File: src/rtl/axis_insert_header_stream_if.sv
// -----------------------------------------------------------------------------
// axis_insert_header_stream_if
//
// Bundles the three handshake groups of the header inserter:
//   - input stream   : valid_in, data_in, keep_in, last_in, ready_in
//   - output stream  : valid_out, data_out, keep_out, last_out, ready_out
//   - header channel : valid_insert, header_insert, keep_insert,
//                      byte_insert_cnt, ready_insert
//
// Modports:
//   slave  - the inserter's view (consumes input stream and header,
//            produces output stream)
//   master - the environment's view (source, header provider and sink)
// -----------------------------------------------------------------------------
`timescale 1ns/1ps

interface axis_insert_header_stream_if #(
    parameter int DATA_WD      = 32,
    parameter int DATA_BYTE_WD = DATA_WD / 8,
    parameter int BYTE_CNT_WD  = $clog2(DATA_BYTE_WD)
) ();

    // input stream
    logic                    valid_in;
    logic [DATA_WD-1:0]      data_in;
    logic [DATA_BYTE_WD-1:0] keep_in;
    logic                    last_in;
    logic                    ready_in;

    // output stream
    logic                    valid_out;
    logic [DATA_WD-1:0]      data_out;
    logic [DATA_BYTE_WD-1:0] keep_out;
    logic                    last_out;
    logic                    ready_out;

    // header channel
    logic                    valid_insert;
    logic [DATA_WD-1:0]      header_insert;
    logic [DATA_BYTE_WD-1:0] keep_insert;
    logic [BYTE_CNT_WD:0]    byte_insert_cnt;
    logic                    ready_insert;

    modport slave (
        input  valid_in, data_in, keep_in, last_in,
        output ready_in,
        output valid_out, data_out, keep_out, last_out,
        input  ready_out,
        input  valid_insert, header_insert, keep_insert, byte_insert_cnt,
        output ready_insert
    );

    modport master (
        output valid_in, data_in, keep_in, last_in,
        input  ready_in,
        input  valid_out, data_out, keep_out, last_out,
        output ready_out,
        output valid_insert, header_insert, keep_insert, byte_insert_cnt,
        input  ready_insert
    );

endinterface

File: src/rtl/axis_insert_header_stream.sv
// -----------------------------------------------------------------------------
// axis_insert_header_stream
//
// Prepends a 0..DATA_BYTE_WD-byte header to every AXI-Stream packet of
// arbitrary length at one beat per cycle. No packet buffer is used: a
// residual register holds the bytes that did not fit into the last emitted
// beat and is merged with the next input beat.
//
// Byte order: byte 0 of a beat sits in the MSBs and is sent first. Header
// bytes are the byte_insert_cnt LSB bytes of header_insert and are moved to
// the MSBs before merging.
//
// Ports:
//   clk  - clock
//   rst  - synchronous active-high reset; drops any partial packet
//   bus  - axis_insert_header_stream_if.slave (input stream, output stream,
//          header channel)
//
// Optional build macro AXIS_INS_STATS_EN adds:
//   pkt_cnt  - output packets accepted downstream (wraps at 2^32)
//   byte_cnt - output bytes accepted downstream   (wraps at 2^32)
// -----------------------------------------------------------------------------
`timescale 1ns/1ps

module axis_insert_header_stream #(
    parameter int DATA_WD      = 32,
    parameter int DATA_BYTE_WD = DATA_WD / 8,
    parameter int BYTE_CNT_WD  = $clog2(DATA_BYTE_WD)
) (
    input  logic                       clk,
    input  logic                       rst,
    axis_insert_header_stream_if.slave bus
`ifdef AXIS_INS_STATS_EN
    ,
    output logic [31:0]                pkt_cnt,
    output logic [31:0]                byte_cnt
`endif
);

    localparam int CNT_W = BYTE_CNT_WD + 1;   // holds 0..DATA_BYTE_WD
    localparam int TOT_W = BYTE_CNT_WD + 2;   // holds 0..2*DATA_BYTE_WD
    localparam int CAT_W = 2 * DATA_WD;

    typedef enum logic [1:0] {
        IDLE,
        STREAM,
        FLUSH
    } state_t;

    // -------------------------------------------------------------------------
    // Helpers
    // -------------------------------------------------------------------------
    function automatic logic [TOT_W-1:0] popcount(input logic [DATA_BYTE_WD-1:0] k);
        logic [TOT_W-1:0] c;
        c = '0;
        for (int b = 0; b < DATA_BYTE_WD; b++) begin
            c = c + TOT_W'(k[b]);
        end
        return c;
    endfunction

    // cnt leading ones from the MSB side (MSB-contiguous keep)
    function automatic logic [DATA_BYTE_WD-1:0] lead_ones(input logic [TOT_W-1:0] cnt);
        logic [DATA_BYTE_WD-1:0] m;
        m = '0;
        for (int b = 0; b < DATA_BYTE_WD; b++) begin
            if (b < int'(cnt)) begin
                m[DATA_BYTE_WD-1-b] = 1'b1;
            end
        end
        return m;
    endfunction

    // -------------------------------------------------------------------------
    // State
    // -------------------------------------------------------------------------
    state_t                  state;
    logic [DATA_WD-1:0]      res_data;     // residual bytes, MSB-aligned
    logic [CNT_W-1:0]        res_cnt;

    logic                    out_valid;
    logic [DATA_WD-1:0]      out_data;
    logic [DATA_BYTE_WD-1:0] out_keep;
    logic                    out_last;
    logic                    ins_ready;

    // -------------------------------------------------------------------------
    // Combinational merge of residual and incoming beat
    // -------------------------------------------------------------------------
    logic                    slot_free;
    logic                    in_ready;
    logic [DATA_WD-1:0]      data_masked;
    logic [TOT_W-1:0]        n_in;
    logic [TOT_W-1:0]        total;
    logic [TOT_W-1:0]        total_minus_full;
    logic                    total_ge_full;
    logic                    total_gt_full;
    logic [CAT_W-1:0]        cat;
    logic [DATA_WD-1:0]      cat_hi;
    logic [DATA_WD-1:0]      cat_lo;
    logic [CNT_W-1:0]        hdr_cnt;
    logic [DATA_WD-1:0]      hdr_aligned;
    logic                    unused_keep_insert;

    // keep_insert is redundant with byte_insert_cnt; only the count is used.
    assign unused_keep_insert = ^bus.keep_insert;

    assign slot_free = !out_valid || bus.ready_out;
    assign in_ready  = (state == STREAM) && slot_free;

    // Zero disabled bytes so stale lanes never leak into the residual.
    always_comb begin
        data_masked = '0;
        for (int b = 0; b < DATA_BYTE_WD; b++) begin
            if (bus.keep_in[b]) begin
                data_masked[8*b +: 8] = bus.data_in[8*b +: 8];
            end
        end
    end

    assign n_in             = popcount(bus.keep_in);
    assign total            = TOT_W'(res_cnt) + n_in;
    assign total_ge_full    = int'(total) >= DATA_BYTE_WD;
    assign total_gt_full    = int'(total) > DATA_BYTE_WD;
    assign total_minus_full = total - TOT_W'(DATA_BYTE_WD);

    // Input bytes are placed directly after the res_cnt residual bytes; the
    // upper word is the candidate output beat, the lower word the leftover.
    assign cat    = {res_data, {DATA_WD{1'b0}}}
                  | ({{DATA_WD{1'b0}}, data_masked} << (8 * (DATA_BYTE_WD - int'(res_cnt))));
    assign cat_hi = cat[CAT_W-1 -: DATA_WD];
    assign cat_lo = cat[DATA_WD-1:0];

    // Counts above the beat width are clamped to a full-beat header.
    assign hdr_cnt     = (int'(bus.byte_insert_cnt) > DATA_BYTE_WD) ? CNT_W'(DATA_BYTE_WD)
                                                                     : bus.byte_insert_cnt;
    assign hdr_aligned = bus.header_insert << (8 * (DATA_BYTE_WD - int'(hdr_cnt)));

    // -------------------------------------------------------------------------
    // FSM, residual and registered outputs
    // -------------------------------------------------------------------------
    always_ff @(posedge clk) begin
        if (rst) begin
            state     <= IDLE;
            res_data  <= '0;
            res_cnt   <= '0;
            out_valid <= 1'b0;
            out_data  <= '0;
            out_keep  <= '0;
            out_last  <= 1'b0;
            ins_ready <= 1'b1;
        end else begin
            // A consumed beat frees the slot unless a new one is loaded below.
            if (out_valid && bus.ready_out) begin
                out_valid <= 1'b0;
            end

            case (state)
                IDLE: begin
                    if (bus.valid_insert && ins_ready) begin
                        res_data  <= hdr_aligned;
                        res_cnt   <= hdr_cnt;
                        ins_ready <= 1'b0;
                        state     <= STREAM;
                    end
                end

                STREAM: begin
                    if (bus.valid_in && in_ready) begin
                        if (bus.last_in && !total_gt_full) begin
                            // Whole tail fits into one beat: close the packet.
                            out_valid <= 1'b1;
                            out_data  <= cat_hi;
                            out_keep  <= lead_ones(total);
                            out_last  <= 1'b1;
                            res_data  <= '0;
                            res_cnt   <= '0;
                            ins_ready <= 1'b1;
                            state     <= IDLE;
                        end else if (total_ge_full) begin
                            out_valid <= 1'b1;
                            out_data  <= cat_hi;
                            out_keep  <= '1;
                            out_last  <= 1'b0;
                            res_data  <= cat_lo;
                            res_cnt   <= CNT_W'(total_minus_full);
                            if (bus.last_in) begin
                                state <= FLUSH;
                            end
                        end else begin
                            // Short non-last beat: accumulate, nothing to emit.
                            res_data <= cat_hi;
                            res_cnt  <= CNT_W'(total);
                        end
                    end
                end

                FLUSH: begin
                    if (slot_free) begin
                        out_valid <= 1'b1;
                        out_data  <= res_data;
                        out_keep  <= lead_ones(TOT_W'(res_cnt));
                        out_last  <= 1'b1;
                        res_data  <= '0;
                        res_cnt   <= '0;
                        ins_ready <= 1'b1;
                        state     <= IDLE;
                    end
                end

                default: begin
                    state <= IDLE;
                end
            endcase
        end
    end

    assign bus.ready_in     = in_ready;
    assign bus.valid_out    = out_valid;
    assign bus.data_out     = out_data;
    assign bus.keep_out     = out_keep;
    assign bus.last_out     = out_last;
    assign bus.ready_insert = ins_ready;

`ifdef AXIS_INS_STATS_EN
    // -------------------------------------------------------------------------
    // Output statistics
    // -------------------------------------------------------------------------
    always_ff @(posedge clk) begin
        if (rst) begin
            pkt_cnt  <= '0;
            byte_cnt <= '0;
        end else if (out_valid && bus.ready_out) begin
            if (out_last) begin
                pkt_cnt <= pkt_cnt + 32'd1;
            end
            byte_cnt <= byte_cnt + 32'(popcount(out_keep));
        end
    end
`endif

endmodule

File: src/flat_wrapper.sv
// flat-port wrapper written by rule: the top's interface ports become plain ports
module axis_insert_header_stream_flat 
#(
    parameter int DATA_WD      = 32,
    parameter int DATA_BYTE_WD = DATA_WD / 8,
    parameter int BYTE_CNT_WD  = $clog2(DATA_BYTE_WD)
)
  (clk, rst, bus_valid_in, bus_data_in, bus_keep_in, bus_last_in, bus_ready_in, bus_valid_out, bus_data_out, bus_keep_out, bus_last_out, bus_ready_out, bus_valid_insert, bus_header_insert, bus_keep_insert, bus_byte_insert_cnt, bus_ready_insert);
  axis_insert_header_stream_if #(.DATA_WD(DATA_WD), .DATA_BYTE_WD(DATA_BYTE_WD), .BYTE_CNT_WD(BYTE_CNT_WD)) bus_i ();
  input  logic clk;
  input  logic rst;
  input wire logic [$bits(bus_i.valid_in)-1:0] bus_valid_in;
  input wire logic [$bits(bus_i.data_in)-1:0] bus_data_in;
  input wire logic [$bits(bus_i.keep_in)-1:0] bus_keep_in;
  input wire logic [$bits(bus_i.last_in)-1:0] bus_last_in;
  output wire logic [$bits(bus_i.ready_in)-1:0] bus_ready_in;
  output wire logic [$bits(bus_i.valid_out)-1:0] bus_valid_out;
  output wire logic [$bits(bus_i.data_out)-1:0] bus_data_out;
  output wire logic [$bits(bus_i.keep_out)-1:0] bus_keep_out;
  output wire logic [$bits(bus_i.last_out)-1:0] bus_last_out;
  input wire logic [$bits(bus_i.ready_out)-1:0] bus_ready_out;
  input wire logic [$bits(bus_i.valid_insert)-1:0] bus_valid_insert;
  input wire logic [$bits(bus_i.header_insert)-1:0] bus_header_insert;
  input wire logic [$bits(bus_i.keep_insert)-1:0] bus_keep_insert;
  input wire logic [$bits(bus_i.byte_insert_cnt)-1:0] bus_byte_insert_cnt;
  output wire logic [$bits(bus_i.ready_insert)-1:0] bus_ready_insert;
  assign bus_i.valid_in = bus_valid_in;
  assign bus_i.data_in = bus_data_in;
  assign bus_i.keep_in = bus_keep_in;
  assign bus_i.last_in = bus_last_in;
  assign bus_ready_in = bus_i.ready_in;
  assign bus_valid_out = bus_i.valid_out;
  assign bus_data_out = bus_i.data_out;
  assign bus_keep_out = bus_i.keep_out;
  assign bus_last_out = bus_i.last_out;
  assign bus_i.ready_out = bus_ready_out;
  assign bus_i.valid_insert = bus_valid_insert;
  assign bus_i.header_insert = bus_header_insert;
  assign bus_i.keep_insert = bus_keep_insert;
  assign bus_i.byte_insert_cnt = bus_byte_insert_cnt;
  assign bus_ready_insert = bus_i.ready_insert;
  axis_insert_header_stream #(.DATA_WD(DATA_WD), .DATA_BYTE_WD(DATA_BYTE_WD), .BYTE_CNT_WD(BYTE_CNT_WD)) u_core (.clk(clk), .rst(rst), .bus(bus_i));
endmodule
File: config.mk
export PLATFORM = sky130hd
export DESIGN_NAME = axis_insert_header_stream_flat
export DESIGN_NICKNAME = d
export VERILOG_FILES = /design/src/rtl/axis_insert_header_stream_if.sv /design/src/rtl/axis_insert_header_stream.sv /design/src/flat_wrapper.sv
export SDC_FILE = /design/constraint.sdc
export NUM_CORES = 1
export LEC_CHECK = 0
export ABC_CLOCK_PERIOD_IN_PS = 5600
export BUFFER_PORTS_ARGS = -buffer_cell sky130_fd_sc_hd__buf_2
export CAP_MARGIN = 20
export CORE_ASPECT_RATIO = 0.7
export CORE_UTILIZATION = 43
export CTS_BUF_LIST = sky130_fd_sc_hd__clkbuf_8
export DETAILED_ROUTE_END_ITERATION = 7
export PLACE_DENSITY = 0.64
export SLEW_MARGIN = 20
export SYNTH_ARGS = -nofsm -noshare
export SYNTH_HDL_FRONTEND = slang
export SYNTH_SLANG_ARGS = --single-unit
File: constraint.sdc
create_clock -name clk -period 5.6 [get_ports clk]
set_clock_uncertainty 0.2 [all_clocks]
set_input_delay 0.28 -clock clk [delete_from_list [all_inputs] [get_ports clk]]
set_output_delay 0.28 -clock clk [all_outputs]
set_load 0.005 [all_outputs]
==> impl_metrics.ini <==
[run_status]
status = completed

[power_and_ir_drop]
power_w = 0.00371
leakage_nw = 2.68
power_density_mw_per_mm2 = 537
peakVddDrop_v = 0.000213

[timing]
fmaxAchievable_mhz = 225
fin_tns_setup_ps = 0
maxSlewViolCount = 0
hold_viol_final = 0
rsz0062_at_grt = no
post-route-min-period_ps = 4450
setup_ws_ps = 1150
period_share_pct = 79.4
finalSetupViolations = 0
worst_pin_slew_ps = 1130
hold_slack_ps = 44.8
slew-limit-headroom_pct = 24.3

[die]
io_pins = 121
rows = 36
die_w_um = 145
start_util_pct = 44.1
coreArea_mm2 = 0.0139
die_area_mm2 = 0.0148
die_h_um = 102

[yosys]
synth_top_area_share_pct = 24.8
synth_cell_types = 64
avgSynthCellArea_um2 = 7.48
synth-seq-area-share_pct = 24.8
synthAdderAreaFrac_pct = 2.89
syn-cell-area_mm2 = 0.00614
synthXorXnorAreaFrac_pct = 0.428
synth_edf_count = 0
synth_warnings = 0
synthMuxAreaShare_pct = 4.46
synth_top_flop_cell = dfxtp_1
syn-num-nets = 915
synth_top_family_by_area = compound AO/OA/AOI/OAI gates
ys_async_sr_fraction_pct = 0
synthTopCellsByArea = dfxtp_1 (25%), a21oi_1 (5.9%), nor2_1 (5.1%)
synth_cells = 821
synth_compound_area_share_pct = 38.6
yosys.area.top_type = dfxtp_1
yosys.area_share.simple_pct = 20.5
ys_seq_elements = 76

[cts]
cts.sink_count = 76
postCtsSetupBuffers = 0
clk_latency_ps = 370
ctsHoldBuffers = 0
max-clock-path-buffers = 2
cts_resized = 0
cts_tree = yes
cts_buffers = 9
clk_pin_slew_ps = 90
htreeDepth = 3
cts-root-buf = clkbuf_8

[setup_path]
cp_max_fo = 33
arrival_ps = 4450
startpoint_type = input pin
end_kind = flip-flop
cp.required_ps = 5610
rr_worst_depth = 8
path_class = input pin to flip-flop

[global_route]
overflow = 0
grt_pass1_vias = 6176
track_usage_pct = 32.8
grt_max_degree = 53
antenna_found_initial = 0
grt_pass1_wl_mm = 36.1

[place]
place_area_mm2 = 0.00671
pre_cts_ws_ps = 824
place_hpwl_mm = 17.6
portBuffers = 116
gp_congestion = 1.01

[finish]
drive_gt1_share_pct = 18.1
nets = 975
final_cell_mix = buf_2 (116), nor2_1 (84), dfxtp_1 (76)
antennaDiodeCount = 0
fill_cells = 1423
layout_commonest_cell = buf_2
final_area_mm2 = 0.00691
area_growth_pct = 12.5

[hold_path]
whs_path_depth = 3
hold_class = input pin to flip-flop

[detailed_routing]
wl_mm = 24.1
remaining_drc_errors = 0
via_per_inst = 6.67
drtAntennaViolNets = 0
via_count = 7181
dr.pass1.iters = 5
wl_per_cell_um = 22.4
dr.first_iter.drc_count = 1120

[run]
maxCapViolCount = 0
final cells by class:
class / instances / area, um2 / share of cell area, %
well taps: 190 / 238 / 3.44
flip-flops and latches: 76 / 1520 / 22.0
clock buffers: 10 / 138 / 1.99
clock inverters: 6 / 63.8 / 0.923
multi-input cells: 624 / 4110 / 59.5
inverters: 43 / 161 / 2.34
repair buffers: 127 / 676 / 9.78
worst max-delay path, stage by stage:
cell	delay [ps]
buf_2	380
ha_1	310
inv_1	80
fa_1	410
inv_1	60
ha_1	190
inv_1	70
fa_1	410
xnor2_1	170
a31oi_1	840
nand2_1	710
a221oi_1	440
a211oi_1	90
cell usage after synthesis, drive strengths merged, types with 3 or more instances:
| master | count |
|---|---|
| o311ai | 19 |
| ha | 11 |
| nand2b | 16 |
| nor4 | 7 |
| nor2 | 84 |
| and3b | 12 |
| nor2b | 4 |
| and2 | 10 |
| nand3 | 3 |
| dfxtp | 76 |
| mux2i | 24 |
| a32oi | 23 |
| nor3 | 12 |
| a211oi | 27 |
| a21boi | 3 |
| nand4 | 18 |
| o31ai | 13 |
| a311oi | 19 |
| o22ai | 23 |
| o211ai | 24 |
| a31oi | 15 |
| nor4bb | 8 |
| clkbuf | 43 |
| buf | 35 |
| nand2 | 43 |
| inv | 43 |
| a21oi | 74 |
| and3 | 9 |
| o221ai | 10 |
| o21ai | 58 |
| a221oi | 16 |
| o2bb2ai | 8 |
state kept, by name, summed over array words and instances, names as in the netlist:
signal	count
u_core.res_cnt	3
u_core.bus.data_out	32
u_core.bus.keep_out	4
u_core.state	2
u_core.bus.ready_insert	1
u_core.res_data	32
u_core.bus.last_out	1
u_core.bus.valid_out	1
power breakdown:
| group | switching (W) | internal [W] |
|---|---|---|
| Combinational | 0.00164 | 0.000783 |
| Sequential | 0.000116 | 0.000719 |
| Clock | 0.000230 | 0.000217 |
| Total | 0.00199 | 0.00172 |
stage by stage:
| stage | utilization (%) | cells |
|---|---|---|
| 5_1_grt | 49.7 | 1076 |
| 2_1_floorplan | - | 821 |
| 6_report | 49.7 | 1076 |
| 3_5_place_dp | 48.2 | 1060 |
| 4_1_cts | 49.7 | 1076 |
| 3_3_place_gp | 48.2 | 1060 |
path summary, 6_finish.rpt:
kind,start,slack [ps],to
worst min register to register,u_core.bus.data_out[15],250,u_core.bus.data_out[15]
worst max-delay path,bus_keep_in[0],1150,u_core.res_cnt[0]
worst max register to register,u_core.res_cnt[1],1220,u_core.res_cnt[0]
worst min-delay path,bus_valid_in,40,u_core.bus.valid_out
routing by layer:
layer	vias up	global-route usage [%]	wire length, um
met4	0	8.50	481
met5	-	0	0
met2	488	45.5	9670
met3	44	9.28	3220
met1	3354	48.8	10800
li1	3295	-	-
cells by family (layout without fill, tap and decap cells):
group / after synthesis / after routing
flops: 76 / 76
mux: 26 / 26
xor+xnor: 3 / 3
compound gates: 344 / 344
fa+ha+maj: 13 / 13
buf+inv: 121 / 186
simple gates: 238 / 238
(Power assumes the default switching activity.)
